**src/rtl/simon_pkg.sv**
```systemverilog
// Shared constants, state encoding and word helpers for the SIMON32/64 key schedule.
package simon_pkg;

  localparam int SIMON_WORD_W    = 16;
  localparam int SIMON_KEY_WORDS = 4;

  // Round constant c = 2^16 - 4, which folds the "~k ^ 3" of the classic recurrence.
  localparam logic [SIMON_WORD_W-1:0] SIMON_C = 16'hFFFC;

  // Sequence z0; z[i] is read left to right, so z[i] = SIMON_Z0[61-i].
  localparam logic [61:0] SIMON_Z0 =
    62'b11111010001001010110000111001101111101000100101011000011100110;

  typedef enum logic [1:0] {
    IDLE   = 2'd0,
    EXPAND = 2'd1,
    EMIT   = 2'd2
  } ks_state_t;

  // Rotate a 16-bit word right by n (0 < n < 16).
  function automatic logic [SIMON_WORD_W-1:0] rotr16(input logic [SIMON_WORD_W-1:0] v,
                                                     input int unsigned n);
    return (v >> n) | (v << (SIMON_WORD_W - n));
  endfunction

  // Bit i of z0 in left-to-right order.
  function automatic logic z0_bit(input logic [5:0] i);
    return SIMON_Z0[6'd61 - i];
  endfunction

endpackage

```
**src/rtl/simon_ks_mix.sv**
```systemverilog
// Nonlinear-free mixing term of the SIMON32/64 key recurrence:
// t = rotr(a,3) ^ b; mix = t ^ rotr(t,1).
module simon_ks_mix
  import simon_pkg::*;
(
  input  logic [SIMON_WORD_W-1:0] i_a,
  input  logic [SIMON_WORD_W-1:0] i_b,
  output logic [SIMON_WORD_W-1:0] o_mix
);

  logic [SIMON_WORD_W-1:0] w_t;

  // Pure XOR/rotate network, no carries.
  always_comb begin
    w_t   = rotr16(i_a, 3) ^ i_b;
    o_mix = w_t ^ rotr16(w_t, 1);
  end

endmodule

```
**src/rtl/simon_key_schedule.sv**
```systemverilog
// SIMON32/64 key schedule feeding a decrypt datapath: expands the master key
// forward in a 4-word window, then walks back emitting k[ROUNDS-1] .. k0.
module simon_key_schedule
  import simon_pkg::*;
#(
  parameter int ROUNDS = 32
)
(
  input  logic                    clk,
  input  logic                    rst_n,
  input  logic                    key_valid,
  output logic                    key_ready,
  input  logic [63:0]             key_in,
  output logic                    rk_valid,
  input  logic                    rk_ready,
  output logic [SIMON_WORD_W-1:0] rk,
  output logic [4:0]              rk_idx,
  output logic                    rk_last,
  output logic                    busy
);

  // Window base reached on the final forward step, and the index emitted first.
  localparam logic [5:0] B_LAST    = 6'(ROUNDS - 5);
  localparam logic [4:0] IDX_FIRST = 5'(ROUNDS - 1);

  ks_state_t r_state;
  ks_state_t w_state_nxt;

  // Window: r_w0..r_w3 hold k[b]..k[b+3].
  logic [SIMON_WORD_W-1:0] r_w0;
  logic [SIMON_WORD_W-1:0] r_w1;
  logic [SIMON_WORD_W-1:0] r_w2;
  logic [SIMON_WORD_W-1:0] r_w3;
  logic [5:0]              r_b;
  logic [4:0]              r_rk_idx;

  logic [SIMON_WORD_W-1:0] w_fwd_mix;
  logic [SIMON_WORD_W-1:0] w_bwd_mix;
  logic [SIMON_WORD_W-1:0] w_k_fwd;
  logic [SIMON_WORD_W-1:0] w_k_bwd;
  logic [5:0]              w_b_dec;
  logic                    w_key_acc;
  logic                    w_hs;

  // Forward operands produce k[b+4].
  simon_ks_mix u_mix_fwd (
    .i_a   (r_w3),
    .i_b   (r_w1),
    .o_mix (w_fwd_mix)
  );

  // Backward operands recover k[b-1] from the same recurrence solved for its oldest term.
  simon_ks_mix u_mix_bwd (
    .i_a   (r_w2),
    .i_b   (r_w0),
    .o_mix (w_bwd_mix)
  );

  // New-word candidates for both directions; b-1 is clamped so z is never indexed past its end.
  always_comb begin
    w_b_dec   = (r_b == 6'd0) ? 6'd0 : (r_b - 6'd1);
    w_k_fwd   = r_w0 ^ SIMON_C ^ {15'd0, z0_bit(r_b)} ^ w_fwd_mix;
    w_k_bwd   = r_w3 ^ SIMON_C ^ {15'd0, z0_bit(w_b_dec)} ^ w_bwd_mix;
    w_key_acc = key_valid & key_ready;
    w_hs      = rk_valid & rk_ready;
  end

  // State register.
  always_ff @(posedge clk) begin
    if (!rst_n) begin
      r_state <= IDLE;
    end else begin
      r_state <= w_state_nxt;
    end
  end

  // Next-state logic: idle -> expand for ROUNDS-4 steps -> emit until index 0 is taken.
  always_comb begin
    w_state_nxt = r_state;
    case (r_state)
      IDLE:    if (w_key_acc)                          w_state_nxt = EXPAND;
      EXPAND:  if (r_b == B_LAST)                      w_state_nxt = EMIT;
      EMIT:    if (w_hs && (r_rk_idx == 5'd0))         w_state_nxt = IDLE;
      default:                                         w_state_nxt = IDLE;
    endcase
  end

  // Outputs decoded from state; rk is forced to zero whenever it is not valid.
  always_comb begin
    key_ready = (r_state == IDLE);
    rk_valid  = (r_state == EMIT);
    busy      = (r_state == EXPAND) || (r_state == EMIT);
    rk        = rk_valid ? r_w3 : '0;
    rk_idx    = r_rk_idx;
    rk_last   = rk_valid && (r_rk_idx == 5'd0);
  end

  // Window, base counter and emit index; everything holds while a key is stalled.
  always_ff @(posedge clk) begin
    if (!rst_n) begin
      r_w0     <= '0;
      r_w1     <= '0;
      r_w2     <= '0;
      r_w3     <= '0;
      r_b      <= '0;
      r_rk_idx <= '0;
    end else begin
      case (r_state)
        IDLE: begin
          if (w_key_acc) begin
            r_w0 <= key_in[15:0];
            r_w1 <= key_in[31:16];
            r_w2 <= key_in[47:32];
            r_w3 <= key_in[63:48];
            r_b  <= '0;
          end
        end
        EXPAND: begin
          r_w0     <= r_w1;
          r_w1     <= r_w2;
          r_w2     <= r_w3;
          r_w3     <= w_k_fwd;
          r_b      <= r_b + 6'd1;
          r_rk_idx <= IDX_FIRST;
        end
        EMIT: begin
          if (w_hs) begin
            r_w3 <= r_w2;
            r_w2 <= r_w1;
            r_w1 <= r_w0;
            // Once the window bottoms out at k0 the remaining words are already held.
            if (r_b != 6'd0) begin
              r_w0 <= w_k_bwd;
              r_b  <= r_b - 6'd1;
            end
            if (r_rk_idx != 5'd0) begin
              r_rk_idx <= r_rk_idx - 5'd1;
            end
          end
        end
        default: begin
        end
      endcase
    end
  end

endmodule

```
**config.mk**
```make
export PLATFORM = sky130hd
export DESIGN_NAME = simon_key_schedule
export DESIGN_NICKNAME = d
export VERILOG_FILES = /design/src/rtl/simon_pkg.sv /design/src/rtl/simon_ks_mix.sv /design/src/rtl/simon_key_schedule.sv
export SDC_FILE = /design/constraint.sdc
export NUM_CORES = 1
export LEC_CHECK = 0
export CAP_MARGIN = 20
export CORE_MARGIN = 1
export CORE_UTILIZATION = 30
export DETAILED_ROUTE_END_ITERATION = 12
export HOLD_SLACK_MARGIN = 0.12
export PLACE_DENSITY_LB_ADDON = 0.1
export RECOVER_POWER = 25
export REMOVE_ABC_BUFFERS = 1
export SLEW_MARGIN = 40
export SYNTH_ARGS = -nofsm -noshare
export SYNTH_HDL_FRONTEND = slang
export SYNTH_SLANG_ARGS = --single-unit
```
**constraint.sdc**
```tcl
create_clock -name clk -period 3 [get_ports clk]
set_clock_uncertainty 0.1 [all_clocks]
set_input_delay 0.3 -clock clk [delete_from_list [all_inputs] [get_ports clk]]
set_output_delay 0.3 -clock clk [all_outputs]
set_load 0.02 [all_outputs]
```
== Word level (Yosys, flattened, before mapping) ==
Memories as Yosys holds them, arrays and structs flattened.
Cells that the tools add are included.
Widths: inputs -> output; s select.

* Memory bits (read-only): 128
* Input port bits: 68
* Flip-flop bits (word level): 77
* Memory bits (writable): 0
* Memories: 2
* Output and inout port bits: 25
* Latch bits: 0

{| class="wikitable"
|+ Memories
! memory !! depth !! bits a word !! read ports !! clocked after Yosys merged registers in !! write ports !! RTL line !! RTL
|-
| (name not given) || 64 || 1 || 1 || 0 || 0 || simon_pkg.sv:28 || <nowiki>return SIMON_Z0[6'd61 - i];</nowiki>
|-
| (name not given) || 64 || 1 || 1 || 0 || 0 || simon_pkg.sv:28 ||
|}

* Reduce and logical (&&, ||, !) cells: 14
* Add/subtract/negate cells: 5
* Order comparisons: 2
* Shift-type cells: 0
* Multiplexer cells: 28
* Divide/modulo/power cells: 0
* Multiply operators: 0
* Bitwise gates (word level): 16
* Eq/ne operators: 9

{| class="wikitable"
|+ Operators with widths
! cell !! number
|-
| $pmux 16 s3 || 4
|-
| $mux 16 || 10
|-
| $xor 16x16->16 || 6
|-
| $or 13x16->16 || 2
|-
| $or 15x16->16 || 2
|-
| $xor 16x1->16 || 2
|-
| $not 14->14 || 2
|-
| $mux 6 || 4
|-
| $pmux 6 s3 || 1
|-
| $lt 6x7->1 const B || 2
|-
| $sub 6x6->6 const A || 2
|-
| $mux 5 || 2
|-
| $ne 2x1->1 const B || 5
|-
| $pmux 5 s2 || 1
|-
| $reduce_and 3->1 || 3
|-
| $add 6x1->6 const B || 1
|-
| $eq 6x5->1 const B || 1
|-
| $logic_not 6->1 || 1
|-
| $mux 2 || 3
|-
| $pmux 2 s3 || 1
|-
| $reduce_bool 6->1 || 1
|-
| $sub 6x1->6 const B || 1
|-
| $logic_not 5->1 || 1
|-
| $reduce_bool 5->1 || 1
|-
| other kinds (12) || 15
|}

== Longest topological paths before layout ==
* Depth in word-level cells: 10
* Gate-level depth with buffers: 15
* Depth with buffers taken out: 13

== Hierarchy ==
Synthesis repeated with hierarchy kept, for this count alone.

* Cells, all modules: 753
* Area total of the unflattened synthesis: 5901.9 µm²

{| class="wikitable"
|+ Modules (own cells, without submodules)
! module !! seq. area each (µm²) !! area each (µm²) !! cells an instance !! times used
|-
| simon_key_schedule || 1541.5 || 5341.4 || 689 || 1
|-
| simon_ks_mix || 0.0 || 280.3 || 32 || 2
|}

== Worst setup path after synthesis ==
Ideal clock, no wire load.

* Path type: register to register
* Start point: reg r_b[0]
* End point: reg r_w0[0]
* Path buffers: 2
* Data required time: 2778 ps
* Arrival: 2619 ps
* Stages on the path, launching flop included: 15
* Period minus slack after synthesis: 2841 ps
* Library setup time: 122 ps
* Path slack: 159 ps
* Path through: dfxtp_1 > buf_6 > inv_1 > ha_1 > nand2b_1 > inv_1 > ha_1 > clkbuf_1 > nor2_1 > nor2_1 > o32a_1 > o211ai_1 > o32ai_2 > xnor2_1 > o21ai_1

* Word-level cells in the longest chain between the ends: 10

{| class="wikitable"
|+ RTL lines
! item !! RTL line !! RTL
|-
| start: declaration || simon_key_schedule.sv:34 || <nowiki>logic [5:0] r_b;</nowiki>
|-
| start signal: assignment || simon_key_schedule.sv:123 || <nowiki>r_b <= r_b + 6'd1;</nowiki>
|-
| start signal: assignment || simon_key_schedule.sv:134 || <nowiki>r_b <= r_b - 6'd1;</nowiki>
|-
| $sub 6x1->6 / $logic_not 6->1 (equally long branches) || simon_key_schedule.sv:61 || <nowiki>w_b_dec = (r_b == 6'd0) ? 6'd0 : (r_b - 6'd1);</nowiki>
|-
| $mux 6 || simon_key_schedule.sv:61 ||
|-
| $sub 6x6->6 || simon_pkg.sv:28 ||
|-
| $mem_v2 64x1 || n/a ||
|-
| $mux 1 (implied by the code) || simon_pkg.sv:28 ||
|-
| $xor 16x1->16 || simon_key_schedule.sv:63 || <nowiki>w_k_bwd = r_w3 ^ SIMON_C ^ {15'd0, z0_bit(w_b_dec)} ^ w_bwd_mix;</nowiki>
|-
| $xor 16x16->16 || simon_key_schedule.sv:63 ||
|-
| $mux 16 || simon_key_schedule.sv:132 || <nowiki>if (r_b != 6'd0) begin</nowiki>
|-
| $mux 16 || simon_key_schedule.sv:127 || <nowiki>if (w_hs) begin</nowiki>
|-
| $pmux 16 s3 || simon_key_schedule.sv:108 || <nowiki>case (r_state)</nowiki>
|-
| end signal: assignment || simon_key_schedule.sv:111 || <nowiki>r_w0 <= key_in[15:0];</nowiki>
|-
| end signal: assignment || simon_key_schedule.sv:119 || <nowiki>r_w0 <= r_w1;</nowiki>
|-
| end signal: assignment || simon_key_schedule.sv:133 || <nowiki>r_w0 <= w_k_bwd;</nowiki>
|-
| end: declaration || simon_key_schedule.sv:30 || <nowiki>logic [SIMON_WORD_W-1:0] r_w0;</nowiki>
|}

Parallel ways exist; a longest one is shown, timed or not. The select of a mux whose other input is x is not followed.
A chain may end at the register's enable or synchronous reset.

== Final worst setup path ==
* Start point: reg r_state[0]
* End point: out rk_last

* Word-level cells in the longest chain between the ends: 2

{| class="wikitable"
|+ RTL lines
! item !! RTL line !! RTL
|-
| start: declaration || simon_key_schedule.sv:26 || <nowiki>ks_state_t r_state;</nowiki>
|-
| start signal: assignment || simon_key_schedule.sv:73 || <nowiki>r_state <= w_state_nxt;</nowiki>
|-
| $eq 2x2->1 || simon_key_schedule.sv:91 || <nowiki>rk_valid = (r_state == EMIT);</nowiki>
|-
| $logic_and 1x1->1 || simon_key_schedule.sv:95 || <nowiki>rk_last = rk_valid && (r_rk_idx == 5'd0);</nowiki>
|-
| end: declaration || simon_key_schedule.sv:18 || <nowiki>output logic rk_last,</nowiki>
|}

Every way passes these cells.

==> metrics.md <==
| Metric | Value |
|---|---|
| Synth unique cells | `50` |
| Num ports | `93` |
| Std-Cell Rows | `51` |
| Core area | `0.01953 sq mm` |
| Async S/R FF share, synth | `0%` |
| Drt initial violations | `298` |
| Crit path DAT | `roughly 2.4 ns` |
| Mapped cell area | `roughly 0.006 sq mm` |
| Ant. Diodes | `0` |
| FILL cells | `2066` |
| Vias in the first global route | `about 5300` |
| CTS tree | `yes` |
| Layout cell share with drive strength beyond 1 | `6.182%` |
| Vias | `~5600` |
| Post-route worst setup slack | `0.2056 ns` |
| Initial core utilization | `30.65%` |
| Slew HR | `54.02%` |
| Largest net degree at the start of global routing | `85` |
| Nets@finish | `907` |
| Avg WL per Cell | `16.39 microns` |
| Final WL | `17870 microns` |
| Fmax | `357.9 MHz` |
| Die Footprint | `0.02052 sq mm` |
| Gr ovfl total | `0` |
| Synthesized flop and latch total | `77` |
| H-tree Lvls | `3` |
| 1st-pass router iterations | `5` |
| Status | `finished, final reports clean` |
| Leakage power | `2.517 nW` |
| Remaining DRCs | `0` |
| Die Span X | `143.3 microns` |
| Final setup viols | `0` |
| Vias/cell | `roughly 5.1` |
| EDFF count, synth | `0` |
| Clk Latency, worst-skew pair | `0.35 ns` |
| Crit path max fanout | `5` |
| Area growth syn-to-layout | `25.23%` |
| Port bufs | `92` |
| Placed instance area | `just over 0.007 sq mm` |
| CTS max path bufs | `2` |
| Post-synthesis sequential area ratio | `25.75%` |
| Max-slew violation count | `0` |
| CTS sink cnt | `77` |
| Synth warnings | `0` |
| Max Cap Violations | `0` |
| Worst VDD drop | `roughly 420 uV` |
| Clock Tree Root | `clkbuf_16` |
| Gate Count Post-Synth | `760` |
| CTS Buf Count | `9` |
| Initial antenna violation count | `0` |
| Final Cycle Share | `93.15%` |
| Total GRT Usage | `18.00%` |
| Pwr dens | `1195 mW/mm^2` |
| Pre-CTS worst setup slack | `0.2271 ns` |
| Global-route wire length before repair | `28640 microns` |
| Crit Path Category | `flip-flop to output pin` |
| Crit path time final | `2.794 ns` |
| Routability cong. | `0.8155` |
| CP endpoint kind | `output pin` |
| Clock transition at path regs | `about 0.060 ns` |
| Post-Layout Inst Area | `0.007496 sq mm` |
| Final hold vios | `0` |
| Final HPWL DP | `12310 microns` |
| Req. time, crit path | `around 2.6 ns` |
| Top_reg_cell synth | `dfxtp_1` |
| Hold crit path type | `primary input to flip-flop` |
| CP Launch Type | `flip-flop` |
| RSZ-0062 raised after global routing | `false` |
| Die Height | `about 140 microns` |
| Setup Buffers After CTS | `0` |
| Avg Cell Area, Syn | `between 7 and 8 sq um` |
| Slew @ Worst Pin | `0.6834 ns` |
| Detail Route Antenna Nets | `0` |
| Core Util, Final | `38.39%` |
synth_stat cells (3+ instances only):
library cell / number / area, sq um
buf_1: 4 / 15.01
o211ai_1: 21 / 157.7
nand2_1: 47 / 176.4
o311a_1: 3 / 30.03
a211oi_1: 55 / 412.9
nand4_1: 3 / 18.77
nor3_1: 4 / 20.02
buf_2: 4 / 20.02
nor2_1: 64 / 240.2
inv_1: 13 / 48.80
nand3_1: 8 / 40.04
xor2_1: 22 / 192.7
mux2i_1: 5 / 50.05
ha_1: 19 / 237.7
xnor2_1: 90 / 788.3
a22oi_1: 55 / 412.9
clkbuf_1: 52 / 195.2
nand2b_1: 5 / 31.28
a21oi_1: 63 / 315.3
nor2b_1: 56 / 350.3
o21ai_0: 20 / 100.1
buf_6: 4 / 45.04
dfxtp_1: 77 / 1541
a21boi_0: 16 / 120.1
and2_1: 22 / 137.6
sequential cells by signal, summed over array words and instances (netlist names):
register / flops
r_w1: 16
rk_idx: 5
r_state: 2
r_w0: 16
r_w3: 16
r_b: 6
r_w2: 16
cells in the final DEF (no fill, tap or decap), types with 2 or more instances in the layout:
master / n
a211oi_1: 55
a21boi_0: 16
a21oi_1: 63
a22oi_1: 55
and2_1: 22
buf_12: 3
buf_4: 16
bufinv_16: 2
clkbuf_16: 9
clkbuf_2: 2
clkdlybuf4s50_1: 85
dfxtp_1: 77
dlygate4sd3_1: 6
ha_1: 17
inv_1: 13
mux2i_1: 5
nand2_1: 47
nand2b_1: 5
nand3_1: 8
nand4_1: 3
nor2_1: 64
nor2b_1: 56
nor3_1: 4
nor4_1: 2
o211ai_1: 21
o21ai_0: 20
o21ai_1: 2
o221ai_1: 2
o311a_1: 3
xnor2_1: 89
xnor2_2: 2
xor2_1: 22
metrics by stage:
| stage | setup TNS [ns] | hold WS, ns | power [W] | instances |
|---|---|---|---|---|
| after floorplan | -104.53 | 0.3175 | 0.006250 | 696 |
| after global placement | 0 | 0.4082 | 0.007725 | 1074 |
| after detailed placement | 0 | 0.4186 | 0.007784 | 1074 |
| after CTS | 0 | 0.4098 | 0.009056 | 1090 |
| after global routing | 0 | 0.4377 | 0.009746 | 1090 |
| final | 0 | 0.4160 | 0.008956 | 1090 |
final timing paths:
check / startpoint / end / slack (ns) / cells after the start
setup reg to reg: r_b[4] / r_w0[0] / 0.26 / 13
hold reg to reg: rk_idx[0] / rk_idx[0] / 0.42 / 2
hold / removal: rst_n / r_b[0] / 0.42 / 2
setup / recovery: r_state[0] / rk_last / 0.21 / 5
cell type report:
| class | count | area, sq um | share of cell area (%) |
|---|---|---|---|
| multi-input cells | 606 | 4143 | 55.27 |
| clock buffers | 11 | 242.7 | 3.238 |
| clock inverters | 5 | 82.58 | 1.102 |
| flip-flops and latches | 77 | 1541 | 20.56 |
| inverters | 13 | 48.80 | 0.6510 |
| repair buffers | 113 | 1106 | 14.76 |
| well taps | 265 | 331.6 | 4.423 |
critical path, cell delays in order, from the launching register on:
cell	delay, ns
dfxtp_1	0.33
inv_1	0.13
ha_1	0.24
nand2_1	0.08
nor4_1	0.53
clkdlybuf4s50_1	0.73
cells by family (layout without fill, tap and decap cells):
logic type                 after synthesis  count (layout)  synth area share [%]
AOI/OAI and AO/OA                      250             250                 28.51
xor gates and xnor gates               114             114                 16.93
adders and majority gates               20              20                 4.139
buffers and inverters                   77             142                 5.414
DFF                                     77              77                 25.75
muxes                                    6               6                 1.024
and+or+nand+nor                        216             216                 18.23
where the power goes:
part	total [W]	switching (W)	internal (W)
Combinational	0.00557	0.00298	0.00259
Clock	0.00122	0.000465	0.000755
Sequential	0.00216	0.000691	0.00147
Total	0.00896	0.00414	0.00482
per-layer routing:
metal	global-route usage (%)	part of all wire, %	vias to the layer above
met2	28.58	46	113
met4	6.271	1.8	0
met1	24.55	49	2653
met5	0	0	-
li1	-	-	2800
met3	2.850	3.4	17
repair_timing:
item	4_1_cts	5_1_grt
setup endpoints to repair	0	1
resized for setup	0	1
hold buffers	0	0
No activity file was read; power rests on OpenSTA's default activity.
